--- src/rtl/cpu_ctrl_pkg.sv ---
// Shared encodings for the ALU op sequencer: FSM states, IR field positions and opcodes.
// The IR field helper keeps the bit slicing in one place for the top level.
package cpu_ctrl_pkg;

   localparam int NREG = 16;
   localparam int NALU = 12;

   localparam int OP_MSB = 31;
   localparam int OP_LSB = 27;
   localparam int RA_MSB = 26;
   localparam int RA_LSB = 23;
   localparam int RB_MSB = 22;
   localparam int RB_LSB = 19;
   localparam int RC_MSB = 18;
   localparam int RC_LSB = 15;

   typedef logic [4:0] opcode_t;
   typedef logic [3:0] reg_idx_t;

   localparam opcode_t OP_OR  = 5'd9;
   localparam opcode_t OP_MUL = 5'd10;
   localparam opcode_t OP_DIV = 5'd11;

   typedef enum logic [3:0] {
      S_IDLE,
      S_T0,
      S_T1,
      S_T2,
      S_T3,
      S_T4,
      S_T5,
      S_T6,
      S_DONE,
      S_ILL
   } state_t;

   typedef struct packed {
      opcode_t  op;
      reg_idx_t ra;
      reg_idx_t rb;
      reg_idx_t rc;
   } ir_fields_t;

   // Takes only the decoded upper slice of IR; the low bits carry no control meaning.
   function automatic ir_fields_t ir_decode(input logic [OP_MSB:RC_LSB] f);
      ir_fields_t r;
      r.op = f[OP_MSB:OP_LSB];
      r.ra = f[RA_MSB:RA_LSB];
      r.rb = f[RB_MSB:RB_LSB];
      r.rc = f[RC_MSB:RC_LSB];
      return r;
   endfunction

endpackage

--- src/rtl/onehot_dec4.sv ---
// 4-bit index to 16-bit one-hot decoder with enable; purely combinational.
// All-zero output when disabled, so at most one bit is ever set.
module onehot_dec4 (
   input  logic [3:0]  idx,
   input  logic        en,
   output logic [15:0] oh
);

   always_comb begin
      oh = '0;
      if (en) begin
         oh[idx] = 1'b1;
      end
   end

endmodule

--- src/rtl/alu_op_sequencer.sv ---
// Fetch + 3-register ALU op sequencer (T0..T5); done 7 cycles after start is sampled, mem_rdy stalls T1.
// Optional SEQ_MULDIV_EN makes opcodes 10/11 legal and adds a T6 HI phase (done one cycle later).
module alu_op_sequencer
   import cpu_ctrl_pkg::*;
#(
   parameter int NREG = cpu_ctrl_pkg::NREG,
   parameter int NALU = cpu_ctrl_pkg::NALU
) (
   input  logic            clk,
   input  logic            clr,
   input  logic            start,
   input  logic            mem_rdy,
   input  logic [31:0]     ir,
   output logic            busy,
   output logic            done,
   output logic            illegal,
   output logic            PCout,
   output logic            MARin,
   output logic            IncPC,
   output logic            Zin,
   output logic            Zlowout,
   output logic            Zhighout,
   output logic            PCin,
   output logic            MDRRead,
   output logic            MDRin,
   output logic            MDRout,
   output logic            IRin,
   output logic            Yin,
   output logic            HIin,
   output logic            LOin,
   output logic [NREG-1:0] Rout,
   output logic [NREG-1:0] Rin,
   output logic [NALU-1:0] ALUControl
);

   state_t     state_q, state_d;
   ir_fields_t fld_q, fld_d;
   ir_fields_t ir_f;
   logic       ir_legal;
   logic       muldiv;
   logic       ir_unused;

   logic       rout_en;
   reg_idx_t   rout_idx;
   logic       rin_en;
   logic [15:0] rout_oh;
   logic [15:0] rin_oh;

   assign ir_f      = ir_decode(ir[OP_MSB:RC_LSB]);
   assign ir_unused = ^ir[RC_LSB-1:0];

`ifdef SEQ_MULDIV_EN
   assign ir_legal = (int'(ir_f.op) < NALU);
   assign muldiv   = (fld_q.op == OP_MUL) || (fld_q.op == OP_DIV);
`else
   assign ir_legal = (int'(ir_f.op) < NALU) && (ir_f.op != OP_MUL) && (ir_f.op != OP_DIV);
   assign muldiv   = 1'b0;
`endif

   // IR only holds the new instruction once T2's IRin edge has passed, so T3 reads ir live.
   always_comb begin
      state_d = state_q;
      fld_d   = fld_q;
      case (state_q)
         S_IDLE: begin
            if (start) begin
               state_d = S_T0;
            end
         end
         S_T0: state_d = S_T1;
         S_T1: begin
            if (mem_rdy) begin
               state_d = S_T2;
            end
         end
         S_T2: state_d = S_T3;
         S_T3: begin
            fld_d   = ir_f;
            state_d = ir_legal ? S_T4 : S_ILL;
         end
         S_T4: state_d = S_T5;
         S_T5: state_d = muldiv ? S_T6 : S_DONE;
         S_T6: state_d = S_DONE;
         S_DONE: state_d = S_IDLE;
         S_ILL: state_d = S_IDLE;
         default: state_d = S_IDLE;
      endcase
   end

   always_ff @(posedge clk or negedge clr) begin
      if (!clr) begin
         state_q <= S_IDLE;
         fld_q   <= '0;
      end else begin
         state_q <= state_d;
         fld_q   <= fld_d;
      end
   end

   always_comb begin
      busy       = (state_q != S_IDLE);
      done       = (state_q == S_DONE);
      illegal    = (state_q == S_ILL);
      PCout      = 1'b0;
      MARin      = 1'b0;
      IncPC      = 1'b0;
      Zin        = 1'b0;
      Zlowout    = 1'b0;
      Zhighout   = 1'b0;
      PCin       = 1'b0;
      MDRRead    = 1'b0;
      MDRin      = 1'b0;
      MDRout     = 1'b0;
      IRin       = 1'b0;
      Yin        = 1'b0;
      HIin       = 1'b0;
      LOin       = 1'b0;
      ALUControl = '0;
      rout_en    = 1'b0;
      rout_idx   = fld_q.rc;
      rin_en     = 1'b0;
      case (state_q)
         S_T0: begin
            PCout = 1'b1;
            MARin = 1'b1;
            IncPC = 1'b1;
            Zin   = 1'b1;
         end
         S_T1: begin
            Zlowout = 1'b1;
            PCin    = 1'b1;
            MDRRead = 1'b1;
            MDRin   = 1'b1;
         end
         S_T2: begin
            MDRout = 1'b1;
            IRin   = 1'b1;
         end
         S_T3: begin
            Yin      = 1'b1;
            rout_en  = 1'b1;
            rout_idx = ir_f.rb;
         end
         S_T4: begin
            Zin        = 1'b1;
            rout_en    = 1'b1;
            ALUControl = NALU'(1) << fld_q.op;
         end
         S_T5: begin
            Zlowout = 1'b1;
            if (muldiv) begin
               LOin = 1'b1;
            end else begin
               rin_en = 1'b1;
            end
         end
`ifdef SEQ_MULDIV_EN
         S_T6: begin
            Zhighout = 1'b1;
            HIin     = 1'b1;
         end
`endif
         default: ;
      endcase
   end

   onehot_dec4 u_rout_dec (
      .idx (rout_idx),
      .en  (rout_en),
      .oh  (rout_oh)
   );

   onehot_dec4 u_rin_dec (
      .idx (fld_q.ra),
      .en  (rin_en),
      .oh  (rin_oh)
   );

   assign Rout = rout_oh[NREG-1:0];
   assign Rin  = rin_oh[NREG-1:0];

endmodule

--- config.mk ---
export PLATFORM = sky130hd
export DESIGN_NAME = alu_op_sequencer
export DESIGN_NICKNAME = d
export VERILOG_FILES = /design/src/rtl/cpu_ctrl_pkg.sv /design/src/rtl/onehot_dec4.sv /design/src/rtl/alu_op_sequencer.sv
export SDC_FILE = /design/constraint.sdc
export NUM_CORES = 1
export LEC_CHECK = 0
export ABC_AREA = 1
export BUFFER_PORTS_ARGS = -buffer_cell sky130_fd_sc_hd__buf_2
export CORE_MARGIN = 2
export CORE_UTILIZATION = 40
export DETAILED_ROUTE_END_ITERATION = 6
export PLACE_DENSITY = 0.81
export SLEW_MARGIN = 30
export SYNTH_ARGS = -nofsm -noshare
export SYNTH_HDL_FRONTEND = slang
export SYNTH_SLANG_ARGS = --single-unit
--- constraint.sdc ---
create_clock -name clk -period 1.96 [get_ports clk]
set_input_delay 0.392 -clock clk [delete_from_list [all_inputs] [get_ports clk]]
set_output_delay 0.392 -clock clk [all_outputs]
set_load 0.05 [all_outputs]
; Yosys cells after proc, flatten, opt, wreduce, memory -nomap -nowiden
; Cells that the tools add are included.
[classes]
magnitude_cmp = 5
eq_ne = 13
shift = 1
mux = 20
reduce_logical = 11
[op_table]
columns = op, count
row1 = $mux W16, 2
row2 = $pmux W4 S7, 1
row3 = $eq A4 B3 Y1 const B, 4
row4 = $mux W4, 4
row5 = $mux W12, 1
row6 = $shl A1 B5 Y12 const A, 1
row7 = $lt A4 B5 Y1 const B, 2
row8 = $mux W1, 10
row9 = $ne A5 B4 Y1 const B, 2
row10 = $demux W1 S4, 2
row11 = $eq A4 B2 Y1 const B, 2
row12 = $eq A4 B4 Y1 const B, 2
row13 = $ge A4 B1 Y1 const B, 2
row14 = $reduce_or A2 Y1, 4
row15 = $lt A5 B4 Y1 const B, 1
row16 = $eq A4 B1 Y1 const B, 1
row17 = $logic_and A1 B1 Y1, 4
row18 = $logic_not A4 Y1, 1
row19 = $ne A2 B2 Y1 const B, 2
row20 = $reduce_bool A4 Y1, 1
row21 = $reduce_and A2 Y1, 1
[word_totals]
register_bits = 17
in_bits = 36
out_inout_bits = 61
elab_cells = 54

; Logic depth before layout (Yosys ltp)
; Gate-level depths: netlist of run 1.
[depth]
ltp_word = 7
mapped_depth = 9
ltp_nobuf = 8

; By module
; Synthesis of run 1 repeated with hierarchy kept, for this count alone.
[unflattened]
cells_unflattened = 204
area_unflattened_um2 = 1232.4
[modules_own_cells]
columns = mod, instances, cells_each, area_per_inst_um2, seq_area_each_um2
row1 = alu_op_sequencer, 1, 144, 996.0, 425.4
row2 = onehot_dec4 at u_rout_dec, 1, 32, 126.4, 0.0
row3 = onehot_dec4 at u_rin_dec, 1, 28, 110.1, 0.0

; Worst setup path after synthesis of run 1
; Ideal clock, no wire load.
[synth_timing]
path_type = flip-flop to output port
from = register state_q[1]
to = output port MARin
arrival_ps = 2130
t_required_ps = 1568
path_slack_ps = -562
path_stages_with_launch = 5
path_buffers = 1
path_cell_list = dfrtp_1 > inv_1 > nand2_1 > nor3_1 > buf_4
[synth_via]
elab_chain_len = 2
[synth_lines]
columns = element, line_no
row1 = start: declaration, alu_op_sequencer.sv:36  ; state_t state_q, state_d;
row2 = start signal: assignment, alu_op_sequencer.sv:95  ; state_q <= state_d;
row3 = $eq A4 B1 Y1, -
row4 = $mux W1, -
row5 = end: declaration, alu_op_sequencer.sv:18  ; output logic MARin,
; No other way between the ends.

; Worst setup path in the final report of run 1
[layout_timing]
from = register state_q[0]
to = output port Rout[1]
[layout_via]
elab_chain_len = 7
word_cells_on_any_way = 11
cone_classes = order compare (2) / eq/ne (2) / mux (5) / reduce/logical (2)
[layout_lines]
columns = element, line_no
row1 = $eq A4 B3 Y1, alu_op_sequencer.sv:122  ; case (state_q)
row2 = $mux W4, alu_op_sequencer.sv:122
row3 = $lt A4 B5 Y1 (implied by the code) / $ge A4 B1 Y1 (equally long branches), onehot_dec4.sv:12  ; oh[idx] = 1'b1;
row4 = $logic_and A1 B1 Y1 (implied by the code), onehot_dec4.sv:12
row5 = $mux W1 (implied by the code), onehot_dec4.sv:12
row6 = $demux W1 S4, -
row7 = $mux W16 *, onehot_dec4.sv:11  ; if (en) begin
row8 = end: declaration, alu_op_sequencer.sv:31  ; output logic [NREG-1:0] Rout,
; Every way passes the cells marked *; elsewhere a longest branch is shown, timed or not.

==> results.toml, run 1 <==
[detailed_routing]
routed_via_density = 5.33
vias = 1744
highest_layer = "met4"
drc_errors = 0
wl_met3_microns = 407
first_pass_iters = 5
wirelength_mm = 5.61
drt_iter0_drc = 99
wl_met1_mm = 1.91
met2_length_mm = 3.02
routedWlPerCell_microns = 17.1
ant_nets = 0

[sta]
fin_ws_ps = -281
setup_viol = 47
fmax_ghz = 0.446
period_share = 1.14
fin_worst_skew_ps = 4.22
post-route-min-period_ps = 2240
slew_violations = 0
rsz0062_at_grt = "yes"
hold_violations = 0

[yosys]
yosys.area_share.simple = 0.467
yosys_warnings = 0
synth_compound_area_frac = 0.0581
synth_common_cells = "nor2_1 (52), nand2_1 (37), dfrtp_1 (17)"
ys_ff_latch = 17
synth_top_area_cell = "dfrtp_1"
ys_top_cells_by_area = "dfrtp_1 (34%), nor2_1 (16%), nand2_1 (11%), nand2_4 (5.4%), nand3_1 (4.8%)"
synth.area.mux_share = 0
synth_adder_area_share = 0
syn_inst = 190
yosys_most_used_dff = "dfrtp_1"
synthDistinctLibCells = 19
synth.most_common_cell = "nor2_1"
synth-edff-count = 0
synth_top_family_by_area = "simple AND/OR/NAND/NOR gates"
syn_area_per_cell_sq_um = 6.57
syn_area_sq_um = 1250
ys_seq_area_frac = 0.341
synth_xor_area_frac = 0
async_reset_ff_frac = 1.00
synth_top_area_share = 0.341

[setup_path]
crit_path_end_kind = "primary output"
crit_cells = 8
crit_buf_inv = 1
worstRegToRegCells = 8
critical_path.top_delay_family = "simple AND/OR/NAND/NOR gates"
slowest_stage = "dfrtp_2"
slowest_delay_ps = 470
worstPathMaxFanout = 4
crit_required_ps = 1570
critical_path_class = "reg2out"
start_kind = "flip-flop"
path_cells = "nor2_4 > nand2_2 > nand2_1 > nand2_2 > nor2_4 > nand2_4 > nor2_2 > buf_6"
critPathArrivalTime_ps = 1850

[cts]
clkTransAtPathRegs_ps = 120
cts_sinks = 17
cts_buffer_depth = 2
cts_tree = "yes"
insertion_delay_ps = 310
htree_levels = 1
cts_inserted_buffers = 3
cts-root-buf = "clkbuf_4"

[global_route]
antenna_found_initial = 0
grt_pass1_wl_mm = 6.77
grt_max_degree = 18
grt_overflow = 0
grt_usage = 0.256
grt_pass1_vias = 1561

[power]
p_per_area_nw_per_um2 = 1400
peakVddDrop_v = 0.000807
p_leak_nw = 1.21

[hold_path]
hold_depth = 3
hold_path_class = "in2reg"

[floorplan]
start_util = 0.416
row_count = 20
fp.coreArea_sq_um = 3000
die_h_microns = 59.9
io_pins = 97
die_x_microns = 59.9
dieArea_sq_um = 3580

[finish]
final_util = 0.890
drive_gt1_frac = 0.690
layout.nets = 331
multi_input_area_sq_um = 1090
synthToLayoutAreaGrowth_pct = 114
n_fill_cell = 135
layout.cells.non_filler = 327
antenna_cells = 0
ff_latch_area_sq_um = 428

[outcome]
violations = "setup timing"
status = "finished, violations left"

[placement]
io_buffers = 78
routabilityCongestion = 0.743
hpwl_mm = 2.58
place_inst = 310

[job]
maxCapViolCount = 0
## flip-flops by register name, indices dropped and copies added (netlist names)
signal / flops
fld_q: 13
state_q: 4
## cells in the final DEF, fill, tap and decap left out, drive strengths merged, types with 2 or more instances in the layout
master and count:
inv 20, o22ai 2, nand2 52, nand3 12, a21oi 2, clkbuf 3, o21ai 10, dfrtp 17
nor2 56, nor3 7, conb 3, buf 108
## per-layer routing
metal  GRT usage  up-vias
met5           0        -
met4       0.105        0
met3      0.0411       27
met2       0.492      107
met1       0.270      819
li1            -      791
## worst min-delay path, stage by stage
cell,delay [ps]
buf_2,80
nand2_1,40
nand2_1,40
## through the flow
stage | area [sq um] | setup slack (ps) | hold WS, ps | TNS, ps | power, mW
after floorplan | 1330 | -400 | 96.4 | -2130 | 2.08
after global placement | 1810 | -25.9 | 333 | -80.3 | 2.45
after detailed placement | 1810 | -38.9 | 331 | -138 | 2.49
after CTS | 2340 | -122 | 3.77 | -4020 | 3.14
after global routing | 2670 | -372 | 255 | -13380 | 3.93
final | 2670 | -281 | 273 | -8820 | 3.74
## cell families after synthesis
kind of cell	Yosys count
AOI/OAI and AO/OA	14
buffers and inverters	31
other	1
DFF	17
and+or+nand+nor	127
## what timing repair did
action	in CTS	in global routing
hold buffers	0	1
setup endpoints to repair	49	55
pin swaps	12	14
gates resized for setup	136	70
endpoints found under the hold margin	0	2
setup buffers	8	5
## report_power, final
part	internal, mW	total (mW)	leakage (nW)	switching (mW)
clock	0.0779	0.215	0.0139	0.137
sequential	0.520	0.743	0.208	0.223
combinational	0.927	2.78	0.993	1.86
total	1.52	3.74	1.21	2.22
## path summary, 6_finish.rpt
check	endpoint	startpoint	slack (ps)
min in group asynchronous	fld_q[13]	clr	530
max in group asynchronous	state_q[3]	clr	1120
min reg2reg	fld_q[0]	fld_q[0]	560
max reg2reg	state_q[2]	state_q[2]	330
max	Rout[1]	state_q[0]	-280
min	fld_q[2]	ir[17]	270
## layout make-up
cell class / instances / share of cell area
clock buffer: 3 / 0.00843
sequential: 17 / 0.160
inverter: 20 / 0.0300
multi-input combinational: 144 / 0.408
timing repair buffer: 109 / 0.375
tap: 33 / 0.0154
clock inverter: 1 / 0.00281
Power figures use the tool's default switching activity.
==> run 2: changes to the inputs <==
--- a/config.mk
+++ b/config.mk
@@ -8,4 +8,5 @@
 export ABC_AREA = 1
 export BUFFER_PORTS_ARGS = -buffer_cell sky130_fd_sc_hd__buf_2
+export CAP_MARGIN = 10
 export CORE_MARGIN = 2
 export CORE_UTILIZATION = 40
@@ -16,2 +17,3 @@
 export SYNTH_HDL_FRONTEND = slang
 export SYNTH_SLANG_ARGS = --single-unit
+export TNS_END_PERCENT = 10
==> constraint.sdc (replaced) <==
create_clock -name clk -period 1.96 [get_ports clk]
set_input_delay 0.196 -clock clk [delete_from_list [all_inputs] [get_ports clk]]
set_output_delay 0.196 -clock clk [all_outputs]
set_load 0.05 [all_outputs]
==> run 2 against run 1 <==
  * The run still ends with setup timing left
  * Final area shrank 24%
  * Critical path type unchanged
  * Sequential power shrank 5.9%
  * Largest cell class unchanged
  * Setup slack gained 270 ps
  * Maximum frequency grew 14%
  * Count of clock-buffer cells in the layout grew 1
  * Global-route usage shrank 6.0 points
  * Critical path depth grew 1
  * Core utilization shrank 21 points
  * Highest routed layer unchanged
  * Cell count shrank 7.0%
  * Non-clock buffer count shrank 23
  * Flip-flop and latch count is the same
  * Critical endpoint is now Rout[6]
  * Power shrank 26%
==> results.toml, run 2 (synthesis results as in run 1) <==
[finish]
layout.cells.non_filler = 304
antenna_cells = 0
drive_gt1_frac = 0.528
final_common_cell = "buf_2"
layout.nets = 308
final_cell_mix = "buf_2 (41), nand2_1 (34), nor2_1 (33)"
n_fill_cell = 254
final_cell_area_sq_um = 2040
synthToLayoutAreaGrowth_pct = 63.4
largest_reg_flops = 13
biggestRegsByFlops = "fld_q: 13 flops, state_q: 4 flops"
largest_register = "fld_q"
final_util = 0.680

[detailed_routing]
wl_met3_microns = 272
met2_length_mm = 1.84
highest_layer = "met4"
vias = 1452
drt_iter0_drc = 85
routed_via_density = 4.78
drc_errors = 0
wl_met1_mm = 1.46
ant_nets = 0
first_pass_iters = 4
wirelength_mm = 3.63
routedWlPerCell_microns = 11.9

[setup_path]
rr_startpoint = "state_q[1]"
critPathArrivalTime_ps = 1780
start_kind = "flip-flop"
crit_path_end_kind = "primary output"
timing.rr.end = "state_q[2]"
worstPathMaxFanout = 10
worstRegToRegCells = 6
critical_path_class = "reg2out"
crit_required_ps = 1760
reg2reg_slack_ps = 660

[hold_path]
hold_depth = 3
min_from = "ir[15]"
min_to = "fld_q[0]"
hold_path_class = "in2reg"

[floorplan]
die_x_microns = 59.9
die_h_microns = 59.9
fp.coreArea_sq_um = 3000
io_pins = 97
start_util = 0.416
row_count = 20
dieArea_sq_um = 3580

[cts]
cts_tree = "yes"
cts_inserted_buffers = 3
insertion_delay_ps = 310
clkTransAtPathRegs_ps = 110
cts_buffer_depth = 2
htree_levels = 1
cts-root-buf = "clkbuf_4"
cts_sinks = 17

[sta]
fin_worst_skew_ps = 13.4
fin_ws_ps = -13.1
setup_viol = 6
post-route-min-period_ps = 1970
hold_violations = 0
fmax_ghz = 0.507
rsz0062_at_grt = "yes"
slew_violations = 0
setup_tns_ps = -38.0
timing.hold.ws_ps = 75.1
period_share = 1.01

[global_route]
antenna_found_initial = 0
grt_pass1_vias = 1260
grt_pass1_wl_mm = 5.23
grt_overflow = 0
grt_max_degree = 19
grt_usage = 0.196

[power]
p_per_area_nw_per_um2 = 1360
power.total_mw = 2.78
p_leak_nw = 1.03
peakVddDrop_v = 0.000730

[outcome]
violations = "setup timing"
status = "finished, violations left"

[placement]
io_buffers = 78
hpwl_mm = 2.50
place_inst = 296
pre_cts_ws_ps = 165
routabilityCongestion = 0.768
placed_area_sq_um = 1640

[job]
maxCapViolCount = 0
[run 2: changes by cell type in the layout (fill, tap and decap cells not counted), moves of 4 or more]
cell / delta
buf_6: -26
nor2_4: -10
nor2_2: -11
buf_8: -5
nand3_1: +4
nand3_4: -4
nor3_4: -5
buf_2: +18
nor2_1: +21
buf_4: -13
nor3_1: +4
nand2_1: +5
[run 2: area by class of cell]
cell class	count	area (sq um)	area share
Multi-Input combinational cell	144	817	0.400
Timing Repair Buffer	86	651	0.319
Sequential cell	17	429	0.210
Inverter	20	76.3	0.0374
Tap cell	33	41.3	0.0202
Clock buffer	4	26.3	0.0129
[run 2: how the worst max path moves through the flow]
stage	from	endpoint	slack (ps)	depth (start not counted)
floorplan	state_q[3]	ALUControl[4]	-200	5
global placement	state_q[0]	Rout[0]	160	9
detailed placement	state_q[0]	Rout[10]	160	9
CTS	state_q[3]	Rout[5]	-10	8
global route	state_q[1]	Rout[13]	-130	9
finish	state_q[1]	Rout[6]	-10	9
[run 2: timing repair]
action	in CTS	in global routing
pin swaps	1	5
gates resized for setup	44	71
hold endpoints to repair	17	0
hold buffers	1	0
buffers inserted	1	2
setup endpoints to repair	32	44
[run 2: worst max-delay path: stages (launching register included)]
cell and delay [ps]:
dfrtp_2 470, nor2_4 150, nand2_2 70, buf_6 150
nand2_4 70, nand2_4 70, clkinv_2 60, nand2_2 110
nor2_2 150, buf_6 170
[run 2: layer usage]
| metal | vias up | GRT usage |
|---|---|---|
| met2 | 66 | 0.342 |
| met5 | - | 0 |
| li1 | 737 | - |
| met4 | 0 | 0.0857 |
| met3 | 5 | 0.0368 |
| met1 | 644 | 0.232 |
[run 2: power by group]
part | switching, mW | total [mW] | internal (mW)
Clock | 0.124 | 0.204 | 0.0795
Combinational | 1.38 | 1.88 | 0.500
Sequential | 0.177 | 0.699 | 0.523
==> run 3: changes to the inputs <==
CORE_UTILIZATION = 30   (was 40)
PLACE_DENSITY = unset   (was 0.81)
==> run 3 against run 2 <==
  * The flow now finishes without violations
  * Hold slack better by 66 ps
  * Flip-flop and latch count unchanged
  * Sequential share of layout area down 0.68 points
  * Cell count up 7.2%
  * Critical path depth down 2
  * Final area up 3.6%
  * Power up 7.0%
  * Count of clock-buffer cells in the layout unchanged
  * Largest power group unchanged
  * Setup slack better by 38 ps
  * Maximum frequency up 2.0%
==> results.toml, run 3 (synthesis results as in run 1) <==
[finish]
biggestRegsByFlops = "fld_q: 13 flops, state_q: 4 flops"
antenna_cells = 0
layout.cells.non_filler = 326
layout.nets = 313
largest_register = "fld_q"
final_common_cell = "buf_2"
synthToLayoutAreaGrowth_pct = 69.3
drive_gt1_frac = 0.547
final_cell_mix = "buf_2 (49), nor2_1 (33), nand2_1 (32)"
largest_reg_flops = 13

[sta]
post-route-min-period_ps = 1940
rsz0062_at_grt = "yes"
fin_worst_skew_ps = 6.54
setup_viol = 0
fmax_ghz = 0.517
period_share = 0.987
hold_violations = 0
slew_violations = 0

[detailed_routing]
first_pass_iters = 2
drt_iter0_drc = 41
vias = 1455
routedWlPerCell_microns = 11.4
drc_errors = 0
wirelength_mm = 3.72
routed_via_density = 4.46
ant_nets = 0

[setup_path]
crit_path_start = "state_q[1]"
crit_path_end_kind = "primary output"
rr_startpoint = "state_q[3]"
crit_buf_inv = 3
critical_path_class = "reg2out"
slowest_delay_ps = 440
crit_cells = 7
reg2reg_slack_ps = 650
endpoint = "Rin[8]"
crit_required_ps = 1760
worstRegToRegCells = 5
path_cells = "inv_2 > nor2_1 > inv_1 > nor2_2 > nand3_1 > nor2_1 > clkbuf_4"
critPathArrivalTime_ps = 1740
slowest_stage = "dfrtp_2"
critical_path.top_delay_family = "simple AND/OR/NAND/NOR gates"
timing.rr.end = "state_q[0]"
worst_path_most_repeated_cell = "nor2_1"
worstPathMaxFanout = 4
start_kind = "flip-flop"

[global_route]
grt_usage = 0.151
grt_pass1_wl_mm = 5.46
antenna_found_initial = 0
grt_overflow = 0
grt_max_degree = 18
grt_pass1_vias = 1255

[placement]
place_inst = 315
routabilityCongestion = 0.851
hpwl_mm = 2.63
io_buffers = 78

[power]
power_frac_comb = 0.678
switching_power_mw = 1.73
power.internal_mw = 1.24
p_leak_nw = 1.07
sw_frac_of_total = 0.583
p_clk_frac = 0.086
peakVddDrop_v = 0.000863
power.total_mw = 2.98
power_frac_seq = 0.236
p_per_area_nw_per_um2 = 1410

[cts]
insertion_delay_ps = 250
cts_sinks = 17
cts_inserted_buffers = 3
htree_levels = 1
cts-root-buf = "clkbuf_8"
clkTransAtPathRegs_ps = 70
cts_buffer_depth = 2
cts_tree = "yes"

[outcome]
status = "finished, final reports clean"

[floorplan]
dieArea_sq_um = 4690
row_count = 23
io_pins = 97
start_util = 0.312
die_h_microns = 68.5
die_x_microns = 68.5
fp.coreArea_sq_um = 4000

[hold_path]
hold_path_class = "in2reg"

[job]
maxCapViolCount = 0
==> run 3: power groups by stage <==
stage / logic [mW] / registers [mW] / clock network [mW]
2_1_floorplan: 1.36 / 0.651 / 0
3_3_place_gp: 1.61 / 0.680 / 0
3_5_place_dp: 1.62 / 0.682 / 0
4_1_cts: 1.65 / 0.680 / 0.267
5_1_grt: 2.20 / 0.727 / 0.282
6_report: 2.02 / 0.701 / 0.256
==> run 3: worst min-delay path: cells and delay by family <==
kind                   cells  cell delay [ps]
AND/OR/NAND/NOR            2               80
buffers and inverters      1               80
==> run 3: layer usage <==
metal,routed length [microns],GRT usage
met1,1460,0.187
met2,1990,0.273
met3,240,0.0162
met4,33,0.0450
met5,0,0
==> run 3: worst min path at each step <==
| stage | start | end | slack [ps] | cells after the start |
|---|---|---|---|---|
| after floorplan | clr | fld_q[0] | -100 | 0 |
| after global placement | clr | state_q[1] | 140 | 1 |
| after detailed placement | clr | state_q[1] | 150 | 1 |
| after CTS | ir[17] | fld_q[2] | 140 | 3 |
| after global routing | ir[16] | fld_q[1] | 160 | 3 |
| final | ir[17] | fld_q[2] | 140 | 3 |
==> run 3: layout make-up <==
type | count | area [sq um]
clock buffer | 4 | 45.0
fill | 404 | 1890
inverter | 20 | 80.1
multi-input combinational | 144 | 858
sequential | 17 | 430
tap | 50 | 62.6
timing repair buffer | 91 | 638
==> run 3: through the flow <==
stage / utilization / setup TNS, ps / setup WS [ps] / instance area, sq um / hold WS [ps]
after detailed placement: 0.418 / 0 / 149 / 1670 / 145
after floorplan: - / -815 / -204 / 1260 / -99.6
after global routing: 0.529 / -1210 / -77.7 / 2110 / 159
final: 0.529 / 0 / 24.9 / 2110 / 141
after CTS: 0.447 / -4.50 / -4.50 / 1790 / 137
after global placement: 0.418 / 0 / 166 / 1670 / 143
==> run 3: what timing repair did <==
item                                   CTS  global route
pin swaps                                0            13
buffers inserted                         0             6
gates resized for setup                 24            83
setup endpoints to repair               36            40
hold buffers                             1             0
endpoints found under the hold margin   17             0
